File: src/rtl/mc_state_seq.sv
// mc_state_seq: multicycle main-state sequencer for the ARM controller.
// Moore machine. Every datapath select and write strobe is decoded from the
// current state, with MemReady gating only the FETCH and MEMWRITE strobes.
// Downstream condition logic qualifies RegW/MemW/NextPC/Branch. Holding
// reset low blanks all decoded outputs, so no strobe leaks out of a reset
// cycle.
module mc_state_seq #(
    parameter bit FAULT_STICKY = 1'b1
) (
    input  logic       clk,
    input  logic       reset,
    input  logic [1:0] Op,
    input  logic [5:0] Funct,
    input  logic       MemReady,
    output logic       IRWrite,
    output logic       AdrSrc,
    output logic [1:0] ALUSrcA,
    output logic [1:0] ALUSrcB,
    output logic [1:0] ResultSrc,
    output logic       NextPC,
    output logic       RegW,
    output logic       MemW,
    output logic       Branch,
    output logic       ALUOp,
    output logic       Retire,
    output logic       Fault,
    output logic [3:0] StateDbg
);

    typedef enum logic [3:0] {
        S_FETCH    = 4'd0,
        S_DECODE   = 4'd1,
        S_MEMADR   = 4'd2,
        S_MEMREAD  = 4'd3,
        S_MEMWB    = 4'd4,
        S_MEMWRITE = 4'd5,
        S_EXECUTER = 4'd6,
        S_EXECUTEI = 4'd7,
        S_ALUWB    = 4'd8,
        S_BRANCH   = 4'd9,
        S_FAULT    = 4'd15
    } state_t;

    // Datapath selects and strobes, decoded together per state.
    typedef struct packed {
        logic       irwrite;
        logic       adrsrc;
        logic [1:0] alusrca;
        logic [1:0] alusrcb;
        logic [1:0] resultsrc;
        logic       nextpc;
        logic       regw;
        logic       memw;
        logic       branch;
        logic       aluop;
        logic       retire;
        logic       fault;
    } ctrl_t;

    localparam logic [1:0] SRCA_RD1    = 2'b00;
    localparam logic [1:0] SRCA_PC     = 2'b01;
    localparam logic [1:0] SRCA_ALUOUT = 2'b10;
    localparam logic [1:0] SRCB_RD2    = 2'b00;
    localparam logic [1:0] SRCB_IMM    = 2'b01;
    localparam logic [1:0] SRCB_FOUR   = 2'b10;
    localparam logic [1:0] RES_ALUOUT  = 2'b00;
    localparam logic [1:0] RES_RDATA   = 2'b01;
    localparam logic [1:0] RES_ALURES  = 2'b10;

    state_t state;
    state_t state_nxt;
    ctrl_t  ctrl;

    // Funct[4:1] only matter to the ALU decoder, not to sequencing.
    logic unused_funct;
    assign unused_funct = ^Funct[4:1];

    // State register: synchronous active-low reset returns to FETCH.
    always_ff @(posedge clk) begin
        if (!reset)
            state <= S_FETCH;
        else
            state <= state_nxt;
    end

    // Next-state: only FETCH, MEMREAD and MEMWRITE wait on MemReady.
    always_comb begin
        state_nxt = S_FETCH;
        case (state)
            S_FETCH:    state_nxt = MemReady ? S_DECODE : S_FETCH;
            S_DECODE: begin
                case (Op)
                    2'b00:   state_nxt = Funct[5] ? S_EXECUTEI : S_EXECUTER;
                    2'b01:   state_nxt = S_MEMADR;
                    2'b10:   state_nxt = S_BRANCH;
                    default: state_nxt = S_FAULT;
                endcase
            end
            S_MEMADR:   state_nxt = Funct[0] ? S_MEMREAD : S_MEMWRITE;
            S_MEMREAD:  state_nxt = MemReady ? S_MEMWB : S_MEMREAD;
            S_MEMWB:    state_nxt = S_FETCH;
            S_MEMWRITE: state_nxt = MemReady ? S_FETCH : S_MEMWRITE;
            S_EXECUTER: state_nxt = S_ALUWB;
            S_EXECUTEI: state_nxt = S_ALUWB;
            S_ALUWB:    state_nxt = S_FETCH;
            S_BRANCH:   state_nxt = S_FETCH;
            S_FAULT:    state_nxt = FAULT_STICKY ? S_FAULT : S_FETCH;
            // Codes 10-14 are unreachable; recover through FETCH.
            default:    state_nxt = S_FETCH;
        endcase
    end

    // Output decode: everything defaults to 0, blanked while reset is low.
    always_comb begin
        ctrl = '0;
        case (state)
            S_FETCH: begin
                ctrl.adrsrc    = 1'b0;
                ctrl.alusrca   = SRCA_PC;
                ctrl.alusrcb   = SRCB_FOUR;
                ctrl.resultsrc = RES_ALURES;
                ctrl.irwrite   = MemReady;
                ctrl.nextpc    = MemReady;
            end
            S_DECODE: begin
                // PC+4 is computed again so it is available as R15 (PC+8).
                ctrl.alusrca   = SRCA_PC;
                ctrl.alusrcb   = SRCB_FOUR;
                ctrl.resultsrc = RES_ALURES;
            end
            S_MEMADR: begin
                ctrl.alusrca = SRCA_RD1;
                ctrl.alusrcb = SRCB_IMM;
            end
            S_MEMREAD: begin
                ctrl.adrsrc    = 1'b1;
                ctrl.resultsrc = RES_ALUOUT;
            end
            S_MEMWB: begin
                ctrl.resultsrc = RES_RDATA;
                ctrl.regw      = 1'b1;
                ctrl.retire    = 1'b1;
            end
            S_MEMWRITE: begin
                // The write is held until memory accepts it; the instruction
                // retires only in the accepting cycle.
                ctrl.adrsrc    = 1'b1;
                ctrl.resultsrc = RES_ALUOUT;
                ctrl.memw      = 1'b1;
                ctrl.retire    = MemReady;
            end
            S_EXECUTER: begin
                ctrl.alusrca = SRCA_RD1;
                ctrl.alusrcb = SRCB_RD2;
                ctrl.aluop   = 1'b1;
            end
            S_EXECUTEI: begin
                ctrl.alusrca = SRCA_RD1;
                ctrl.alusrcb = SRCB_IMM;
                ctrl.aluop   = 1'b1;
            end
            S_ALUWB: begin
                // Flag-only ops still assert RegW here; NoWrite kills it later.
                ctrl.resultsrc = RES_ALUOUT;
                ctrl.regw      = 1'b1;
                ctrl.retire    = 1'b1;
            end
            S_BRANCH: begin
                ctrl.alusrca   = SRCA_ALUOUT;
                ctrl.alusrcb   = SRCB_IMM;
                ctrl.resultsrc = RES_ALURES;
                ctrl.branch    = 1'b1;
                ctrl.retire    = 1'b1;
            end
            S_FAULT: begin
                ctrl.fault = 1'b1;
            end
            default: ctrl = '0;
        endcase
        if (!reset)
            ctrl = '0;
    end

    assign IRWrite   = ctrl.irwrite;
    assign AdrSrc    = ctrl.adrsrc;
    assign ALUSrcA   = ctrl.alusrca;
    assign ALUSrcB   = ctrl.alusrcb;
    assign ResultSrc = ctrl.resultsrc;
    assign NextPC    = ctrl.nextpc;
    assign RegW      = ctrl.regw;
    assign MemW      = ctrl.memw;
    assign Branch    = ctrl.branch;
    assign ALUOp     = ctrl.aluop;
    assign Retire    = ctrl.retire;
    assign Fault     = ctrl.fault;
    assign StateDbg  = state;

endmodule

File: config.mk
export PLATFORM = sky130hd
export DESIGN_NAME = mc_state_seq
export DESIGN_NICKNAME = d
export VERILOG_FILES = /design/src/rtl/mc_state_seq.sv
export SDC_FILE = /design/constraint.sdc
export NUM_CORES = 1
export LEC_CHECK = 0
export BUFFER_PORTS_ARGS = -buffer_cell sky130_fd_sc_hd__buf_2
export CAP_MARGIN = 20
export CORE_MARGIN = 2
export CORE_UTILIZATION = 43
export DETAILED_ROUTE_END_ITERATION = 10
export GPL_TIMING_DRIVEN = 0
export PLACE_DENSITY = 0.76
export SLEW_MARGIN = 10
export SYNTH_ARGS = -nofsm -noshare
export SYNTH_HDL_FRONTEND = slang
export SYNTH_SLANG_ARGS = --single-unit
File: constraint.sdc
create_clock -name clk -period 1.88 [get_ports clk]
set_input_delay 0.376 -clock clk [delete_from_list [all_inputs] [get_ports clk]]
set_output_delay 0.376 -clock clk [all_outputs]
set_load 0.02 [all_outputs]
Yosys cells after proc, flatten, opt, wreduce, memory -nomap -nowiden
Cells that the tools add are included.
Operators by class
  muxes and demuxes: 18
  reductions and logical operators: 9
  equal/unequal tests: 12
Operators by type and width (count)
  $pmux W4 S7: 1
  $pmux W4 S3: 2
  $eq A4 B3 Y1 const B: 4
  $mux W15: 1
  $eq A4 B4 Y1 const B: 3
  $reduce_or A2 Y1: 5
  $mux W1: 9
  $mux W3: 3
  $eq A4 B2 Y1 const B: 2
  $reduce_or A3 Y1: 2
  $eq A4 B1 Y1 const B: 1
  $logic_not A4 Y1: 1
  $pmux W2 S2: 1
  $eq A2 B1 Y1 const B: 1
  $eq A2 B2 Y1 const B: 1
  $logic_not A2 Y1: 1
  $pmux W1 S2: 1
Word-level totals
  logic and storage cells: 40
  register bits: 4
  output and inout port bits: 19

Depth between registers and ports, before layout
Gate-level depths: netlist (run 1).
  depth after elaboration: 4
  gate-level depth with buffers: 5
  mapped depth without buffers: 5

Worst setup path after synthesis (run 1)
No wires, ideal clock.
  kind: reg-to-output
  from: register state[2] (netlist: StateDbg[2])
  to: output ResultSrc[1]
  path slack: -0.048 ns
  required time: 1.504 ns
  cell stages (with the launch flop): 5
  data arrival time: 1.552 ns
  cells stage by stage: dfxtp_1 > buf_6 > buf_4 > nor3_1 > or2_2
On the way
  longest elaborated chain between the ends: 4
  elaborated cells between the ends (all ways): 7
Ends and longest elaborated chain
  start: declaration: line 70  | state_t state;
  start signal: assignment: line 83  | state <= state_nxt;
  $eq A4 B4 Y1, or another cell as far along: line 116  | case (state)
  $reduce_or A3 Y1 (no source line)
  $pmux W2 S2 (*): line 116
  $mux W15 (*): line 180  | if (!reset)
  end: declaration: line 19  | output logic [1:0] ResultSrc,
Mark *: on every way between the ends. The rest lies on a longest branch, timed or not.

Worst setup path after layout (run 1)
  from: register state[1] (netlist: StateDbg[1])
  to: output ALUSrcB[0]
On the way
  longest elaborated chain between the ends: 4
  elaborated cells between the ends (all ways): 9
Ends and longest elaborated chain
  $eq A4 B3 Y1, or another cell as far along: line 116
  $reduce_or A2 Y1 (no source line)
  $pmux W4 S3 (*): line 116
  $mux W15 (*): line 180
  end: declaration: line 18  | output logic [1:0] ALUSrcB,
Marked as above.

==> summary by stage, run 1 <==
Finish
The utilization of the core after routing is 0.655. The register with the most flip-flops in the layout has 4 of them. The area growth from synthesis to final layout is 44.4%. The antenna cell count is 0. After the last flow step, the layout net total stands at about 120. Leaving out filler cells and counting taps, the final layout contains ~120. The design area is around 840 sq um. The proportion of layout cells with a drive suffix above 1 is 0.495.

The filler cells instantiated in the layout total 115.

Run
The max-cap violation count is 0.

Clocking
The root buffer cell chosen for the clock tree is clkbuf_4. The number of clock buffers added by TritonCTS is 3. The clock insertion delay at the later pin of the skew report is 0.24 ns. In this run the number of H-tree levels came out at 1. The clock transition time at the flip-flop clock pins of the worst setup and hold paths is 0.04 ns. The number of buffers on the longest clock path is 2. The clock net in this run drives a total of 4 sinks. Hold repair after CTS inserted 0 buffers. The CTS tree is done.

Synth
The number of nets in the synthesized netlist is 91. The post-synthesis instance area is around 580 sq um. Among all flip-flop cells after synthesis, the most frequent one is dfxtp_1. The average cell area after synthesis is 7.67 sq um.

The synthesized instance count is 76. Of the synthesized area, sequential elements account for 0.137. The synthesized netlist contains 36 unique library cells. The number of register bits inferred by synthesis is 4. The number of enable-type register cells in the synthesized netlist is 0.

For this run, the number of Yosys warnings is 0. Of all flip-flops after synthesis, the portion carrying an async set or reset was 0.

Die
The starting density of the core is 0.454. The chip width is ~41 um. The full die area is between 0.0015 and 0.002 sq mm. The placeable core area is around 0.0013 sq mm. In this run the count of I/O pins placed on the die edge is 30. The row count is 13. The die height is a little over 40 um.

Worst setup path
The master of the slowest instance on the critical path is or3b_4. Walking the worst path, the cells encountered are buf_6 -> or3b_4 -> a21oi_2 -> o21a_1 -> buf_4. Data on the critical path is required at its endpoint by about 1.5 ns. STA classifies the critical path startpoint as a register. In this design, the stage delay of the slowest critical-path cell is roughly 0.38 ns. The worst setup path category is reg2out.

Counting both buffers and inverters, the worst setup path holds a total of 2. For the worst setup path, the data arrival time is between 1 and 1.5 ns. Grouping stages by cell kind, the critical path spends the most delay in simple AND/OR/NAND/NOR gates. The critical path capture point type is an output pin. Along the worst path, the maximum fanout reaches 4.

Placement
Once detailed placement completed, the half-perimeter wirelength came to ~1000 um. The last weighted congestion value of the routability-driven placer is around 0.84. The count of port buffers added during placement is 25.

Summing all placed instances gives a cell area of 732 sq um. The number of placed instances, taps included is 116.

Routing
The total wire length is roughly 1500 um. The first routing iteration left 16 violations. The detailed-routing iteration count for the pre-antenna-repair pass is 4. The via count normalized by instance count is about 5.4. The post-route antenna net violation count is 0. The routed layout has between 600 and 700 vias. The residual DRC count is 0. The detail-routed net length per standard cell is about 12 um.

Timing
Setup repair after global routing could not meet its margin everywhere. The final-report max-slew violation count is 0. Of the available clock period, the critical path in the final layout requires 0.973. For the pin with the worst max-slew slack, the measured transition is roughly 0.38 ns. The setup-violating endpoint count in the final report is 0. The number of endpoints with negative hold slack in the final report is 0. Measured against its own limit, the worst slew margin works out to 0.740.

The clock period could shrink to between 1.5 and 2 ns. Setup total negative slack on the finished layout was measured at 0 ns. The post-route clock skew is roughly 0.0018 ns. Derived from the worst setup path, the maximum achievable clock frequency is ~0.55 GHz.

Global route
The initial antenna violation count is 0. Entering global routing, the biggest net connects 12 pins. The total routing usage reported by global routing is 0.196.

Summed over all layers, the global routing overflow is 0. The first-pass GRT wire length is 2180 um. The number of global-route vias before repair was roughly 510.

Status
The run finished with clean final reports.

Pwr
The design draws 750 uW. The leakage power total is approximately 0.00045 uW. For this design the ratio of total power to cell area is 891 mW/mm^2. VDD sags by at most slightly below 0.0004 V.

Worst hold path
The class of the tightest hold or removal check is in2reg.
## tightest hold or removal path, delay by kind of cell
kind                   cells  cell delay [ns]
buffers and inverters      2             0.33
AO/OA/AOI/OAI              1             0.05
## through the flow
step | hold slack, ns | worst slack [ns]
3_5_place_dp | 0.713 | 0.107
5_1_grt | 0.592 | -0.00568
4_1_cts | 0.550 | 0.00222
2_1_floorplan | 0.596 | 0.0989
6_report | 0.575 | 0.0515
3_3_place_gp | 0.714 | 0.109
## Yosys cell counts (2+ instances only)
cell      number  area, sq um
and3_1         6         37.5
nor3_1         4         20.0
ha_1           4         50.1
a21oi_1        2         10.0
inv_1          6         22.5
nor2b_1        5         31.3
o21ai_0        3         15.0
nand2_1        3         11.3
buf_4          5         37.5
nand2b_1       2         12.5
buf_2          3         15.0
nor2_1         3         11.3
a211oi_1       2         15.0
a21o_1         2         15.0
nor3b_1        2         15.0
dfxtp_1        4         80.1
## metal layers
layer	track usage	up-vias	part of all wire
met3	0.0489	2	0.059
met2	0.293	24	0.47
met5	0	-	0
li1	-	334	-
met1	0.276	295	0.46
met4	0.0500	0	0.014
## power breakdown
part	internal (uW)	switching (uW)
clock network	71.5	36.8
logic	237	271
registers	107	27.9
## cell type report
class	count	area (sq um)	share of cell area
multi-input cells	57	455	0.541
repair buffers	29	171	0.204
flip-flops and latches	4	83.8	0.0996
plain buffers	8	67.6	0.0802
clock buffers	3	22.5	0.0267
inverters	6	22.5	0.0267
well taps	15	18.8	0.0223
## placed cells by master, fill, tap and decap left out, drive strengths merged
master and count:
a21oi 2, a311oi 1, inv 6, o311ai 1, a211o 1, nor2 3, o22a 1, clkbuf 4
nand2b 2, a21boi 1, a32oi 1, nand3b 1, nor4 1, or2 1, ha 4, or3b 1
mux2i 1, o21a 1, dfxtp 4, nor2b 5, nor4b 1, o21ai 3, a22oi 1, a211oi 3
nand2 3, and3 6, and3b 1, or3 1, xor2 1, nor3 4, nor3b 2, buf 36
and4b 1, a21o 2
## path summary, 6_finish.rpt
path | from | to | slack (ns) | cells past startpoint
setup reg to reg | StateDbg[3] | StateDbg[1] | 0.55 | 5
hold reg to reg | StateDbg[3] | StateDbg[3] | 0.70 | 3
hold / removal | reset | StateDbg[0] | 0.57 | 3
setup / recovery | StateDbg[1] | ALUSrcB[0] | 0.05 | 5
## timing repair
action / CTS / global route
endpoints found under the hold margin: 0 / 0
setup endpoints to repair: 3 / 6
gates resized for setup: 8 / 11
pin swaps: 0 / 4
setup buffers: 3 / 1
## logic make-up (layout without fill, tap and decap cells)
logic type,count (synthesis),after routing,synth area share
compound gates,18,18,0.240
xor+xnor,1,1,0.0150
fa+ha+maj,4,4,0.0858
buf+inv,15,46,0.148
flops,4,4,0.137
mux,1,1,0.0172
simple gates,33,33,0.356
(Power assumes the default switching activity.)
==> run 2: changes to the inputs <==
--- a/config.mk
+++ b/config.mk
@@ -11,7 +11,7 @@
 export CORE_UTILIZATION = 43
 export DETAILED_ROUTE_END_ITERATION = 10
 export GPL_TIMING_DRIVEN = 0
-export PLACE_DENSITY = 0.76
+export PLACE_DENSITY = 0.79
 export SLEW_MARGIN = 10
 export SYNTH_ARGS = -nofsm -noshare
 export SYNTH_HDL_FRONTEND = slang
==> run 2 against run 1 <==
Compared with the run above: global-route usage shrank 0.90 points; register-to-register slack lost 0.03 ns; utilization shrank 0.97 points; routed wire length shrank 5.6%; flip-flop and latch count is the same; clock power is essentially flat; critical path depth grew 1; final area shrank 1.5%; clock-buffer cell count is the same; combinational power shrank 5.5%; via count shrank 1.5%.
==> summary by stage, run 2 (synthesis gave the netlist of run 1 again) <==
Worst setup path
The required arrival time at the worst endpoint came to 1.50 ns (about the same). The critical path startpoint category is a register. The cell type with the highest occurrence count on the critical path is buf_4. The maximum fanout count along the critical path was 5 (+1).

The master of the slowest instance on the critical path is dfxtp_2. The signal on the critical path passes through buf_6 -> buf_4 -> nor2b_1 -> and3_4 -> or2_2 -> buf_4. The kind of cell adding the most delay to the critical path is simple AND/OR/NAND/NOR gates. The combined buffer and inverter count along the critical path came to 3 (+1). The worst stage delay on the critical path is 0.32 ns (-0.06 ns). STA classifies the critical path endpoint as an output pin. The data arrival time of the worst path is 1.43 ns (-0.02 ns). The setup path with the least slack is of type reg2out.

Global route
The number of global-route vias before repair is 517 (+0.58%). The remaining global-route overflow came to 0 (unchanged). The initial antenna violation count is 0 (unchanged). The first-pass GRT wire length is 2070 um (-5.0%). The pin count of the biggest net entering global routing is 11 (-1). The total routing usage reported by global routing is 0.187 (-0.00897).

Routing
The detailed-routing iteration count for the pre-antenna-repair pass is 4 (unchanged). The detail-routed net length per standard cell came to 11.9 um (-4.8%). The first-iteration detailed-routing DRC count is 16 (unchanged). The residual DRC count is 0 (unchanged).

The via count normalized by instance count is 5.33 (-0.71%). The total wire length was 1440 um (-5.6%). The post-route antenna net violation count is 0 (unchanged).

The number of vias after detailed routing is 645 (-1.5%).

Die
The die height came to 40.8 um (unchanged). The full die area is 0.00167 sq mm (unchanged). The top-level port count was 30 (unchanged).

The placeable core area is 0.00128 sq mm (unchanged). The starting density of the core is 0.454 (unchanged). The chip width is 40.8 um (unchanged). The row count is 13 (unchanged).

Placement
The worst slack after detailed placement is 0.135 ns (+0.0273 ns). The detailed placement HPWL is 1000 um (+0.52%). The count of port buffers added during placement is 25 (unchanged).

The last weighted congestion value of the routability-driven placer is 0.808 (-3.2%).

Pwr
The worst IR drop on VDD came to 0.000485 V (+24%). The net switching share of the total power came to 0.453 (+0.00605). The part of the power in registers is 0.185 (+0.006).

The leakage power total is 0.000446 uW (-1.7%). The combinational share of power is 0.666 (-0.010). The total power divided by cell area is 867 mW/mm^2 (-2.7%). The power dissipated by switching net loads came to 326 uW (-2.8%). The internal power summed over all cells was 393 uW (-5.2%). The part of the total power dissipated in the clock network came to 0.150 (+0.006).

Finish
The proportion of layout cells with a drive suffix above 1 was 0.500 (+0.00467). The top cell types in the final layout, fill and taps aside, are buf_2, buf_4, inv_1. The net count of the finished layout came to 123 (-0.81%). The library cell used most frequently in the layout, excluding fill and tap cells, is buf_2. The flip-flop count of the largest register, all copies and words added is 4 (unchanged). The antenna cell count was 0 (unchanged). Relative to the synthesized area, the layout overhead comes to 42.3%.

Clocking
The count of H-tree levels built during CTS came to 1 (unchanged). The clock transition time at the flip-flop clock pins of the worst setup and hold paths is 0.04 ns (about the same). CTS placed an instance of clkbuf_4 at the clock tree root. The clock net sink count came to 4 (unchanged). TritonCTS built the clock tree. The cts-stage hold buffer count came to 0 (unchanged).

The clock insertion delay at the later pin of the skew report was 0.24 ns (about the same). The number of buffers created by CTS is 3 (unchanged). The number of buffers on the longest clock path is 2 (unchanged).

Timing
The time the final worst path needs with I/O delays and setup was 1.81 ns (-0.0218 ns). The total negative slack is 0 ns (unchanged). The relative slew slack was 0.730 (-0.00975). The highest achievable clock rate was 0.553 GHz (+1.2%). The number of endpoints with negative hold slack in the final report is 0 (unchanged). The setup-violating endpoint count in the final report was 0 (unchanged). The worst hold margin is 0.557 ns (-0.0181 ns). The post-route fraction of the period consumed by the critical path is 0.961 (-0.0116).

The actual slew at the worst max-slew pin is 0.399 ns (+0.0144 ns). The least setup slack across all paths after layout was 0.0733 ns (+0.0218 ns). The final-report max-slew violation count was 0 (unchanged).

The post-route clock skew is 0.00388 ns (+0.00204 ns).

Run
The max-cap violation count is 0 (unchanged).

Status
The flow ran to the end, and the final reports show no timing, DRC or antenna violations.

Worst hold path
The class of the tightest hold or removal check is in2reg.
## run 2: cell count changes in the layout (fill, tap and decap cells not counted)
cell and delta:
and3_1 -1, and3_4 +1, buf_2 +1, buf_4 +1
buf_6 -2, clkbuf_4 -1
## run 2: per-stage QoR
stage                     utilization  power [uW]  instance area (sq um)  instances
after floorplan                     -         436                    588         76
after global placement          0.570         535                    732        116
after detailed placement        0.570         540                    732        116
after CTS                       0.618         689                    795        121
after global routing            0.646         774                    830        121
final                           0.646         719                    830        121
## run 2: final cells by class
class	count	area, sq um
multi-input cells	57	460
inverters	6	22.5
clock buffers	3	22.5
plain buffers	9	73.8
repair buffers	27	148
flip-flops and latches	4	83.8
fillers	117	455
well taps	15	18.8
## run 2: worst reg2reg max path, delay by kind of cell (launching register included)
family,cells,cell delay [ns]
compound gates,2,0.40
simple gates,1,0.32
flops,1,0.31
buf+inv,2,0.25
## run 2: worst paths after layout
check / from / end / slack [ns] / cells past startpoint
hold / removal: Funct[0] / StateDbg[2] / 0.56 / 4
setup / recovery: StateDbg[1] / ResultSrc[1] / 0.07 / 6
hold reg to reg: StateDbg[3] / StateDbg[3] / 0.71 / 3
setup reg to reg: StateDbg[1] / StateDbg[3] / 0.52 / 5
## run 2: layer usage
layer  GRT usage  part of all wire  routed length [um]  vias to the layer above
met5           0                 0                   0                        -
met4      0.0583            0.0056                   8                        0
met3      0.0707             0.075                 108                        2
met2       0.305              0.48                 694                       29
met1       0.224              0.44                 628                      286
li1            -                 -                   -                      328
## run 2: repair_timing
| action | 4_1_cts | 5_1_grt |
|---|---|---|
| pin swaps | 0 | 2 |
| gates resized for setup | 7 | 11 |
| endpoints found under the setup margin | 3 | 8 |
| setup buffers | 2 | 0 |
## run 2: power groups by stage
stage	Clock [uW]	Sequential (uW)	Combinational [uW]
3_5_place_dp	0	124	416
6_report	108	133	479
2_1_floorplan	0	142	294
3_3_place_gp	0	124	411
4_1_cts	112	128	448
5_1_grt	117	137	520
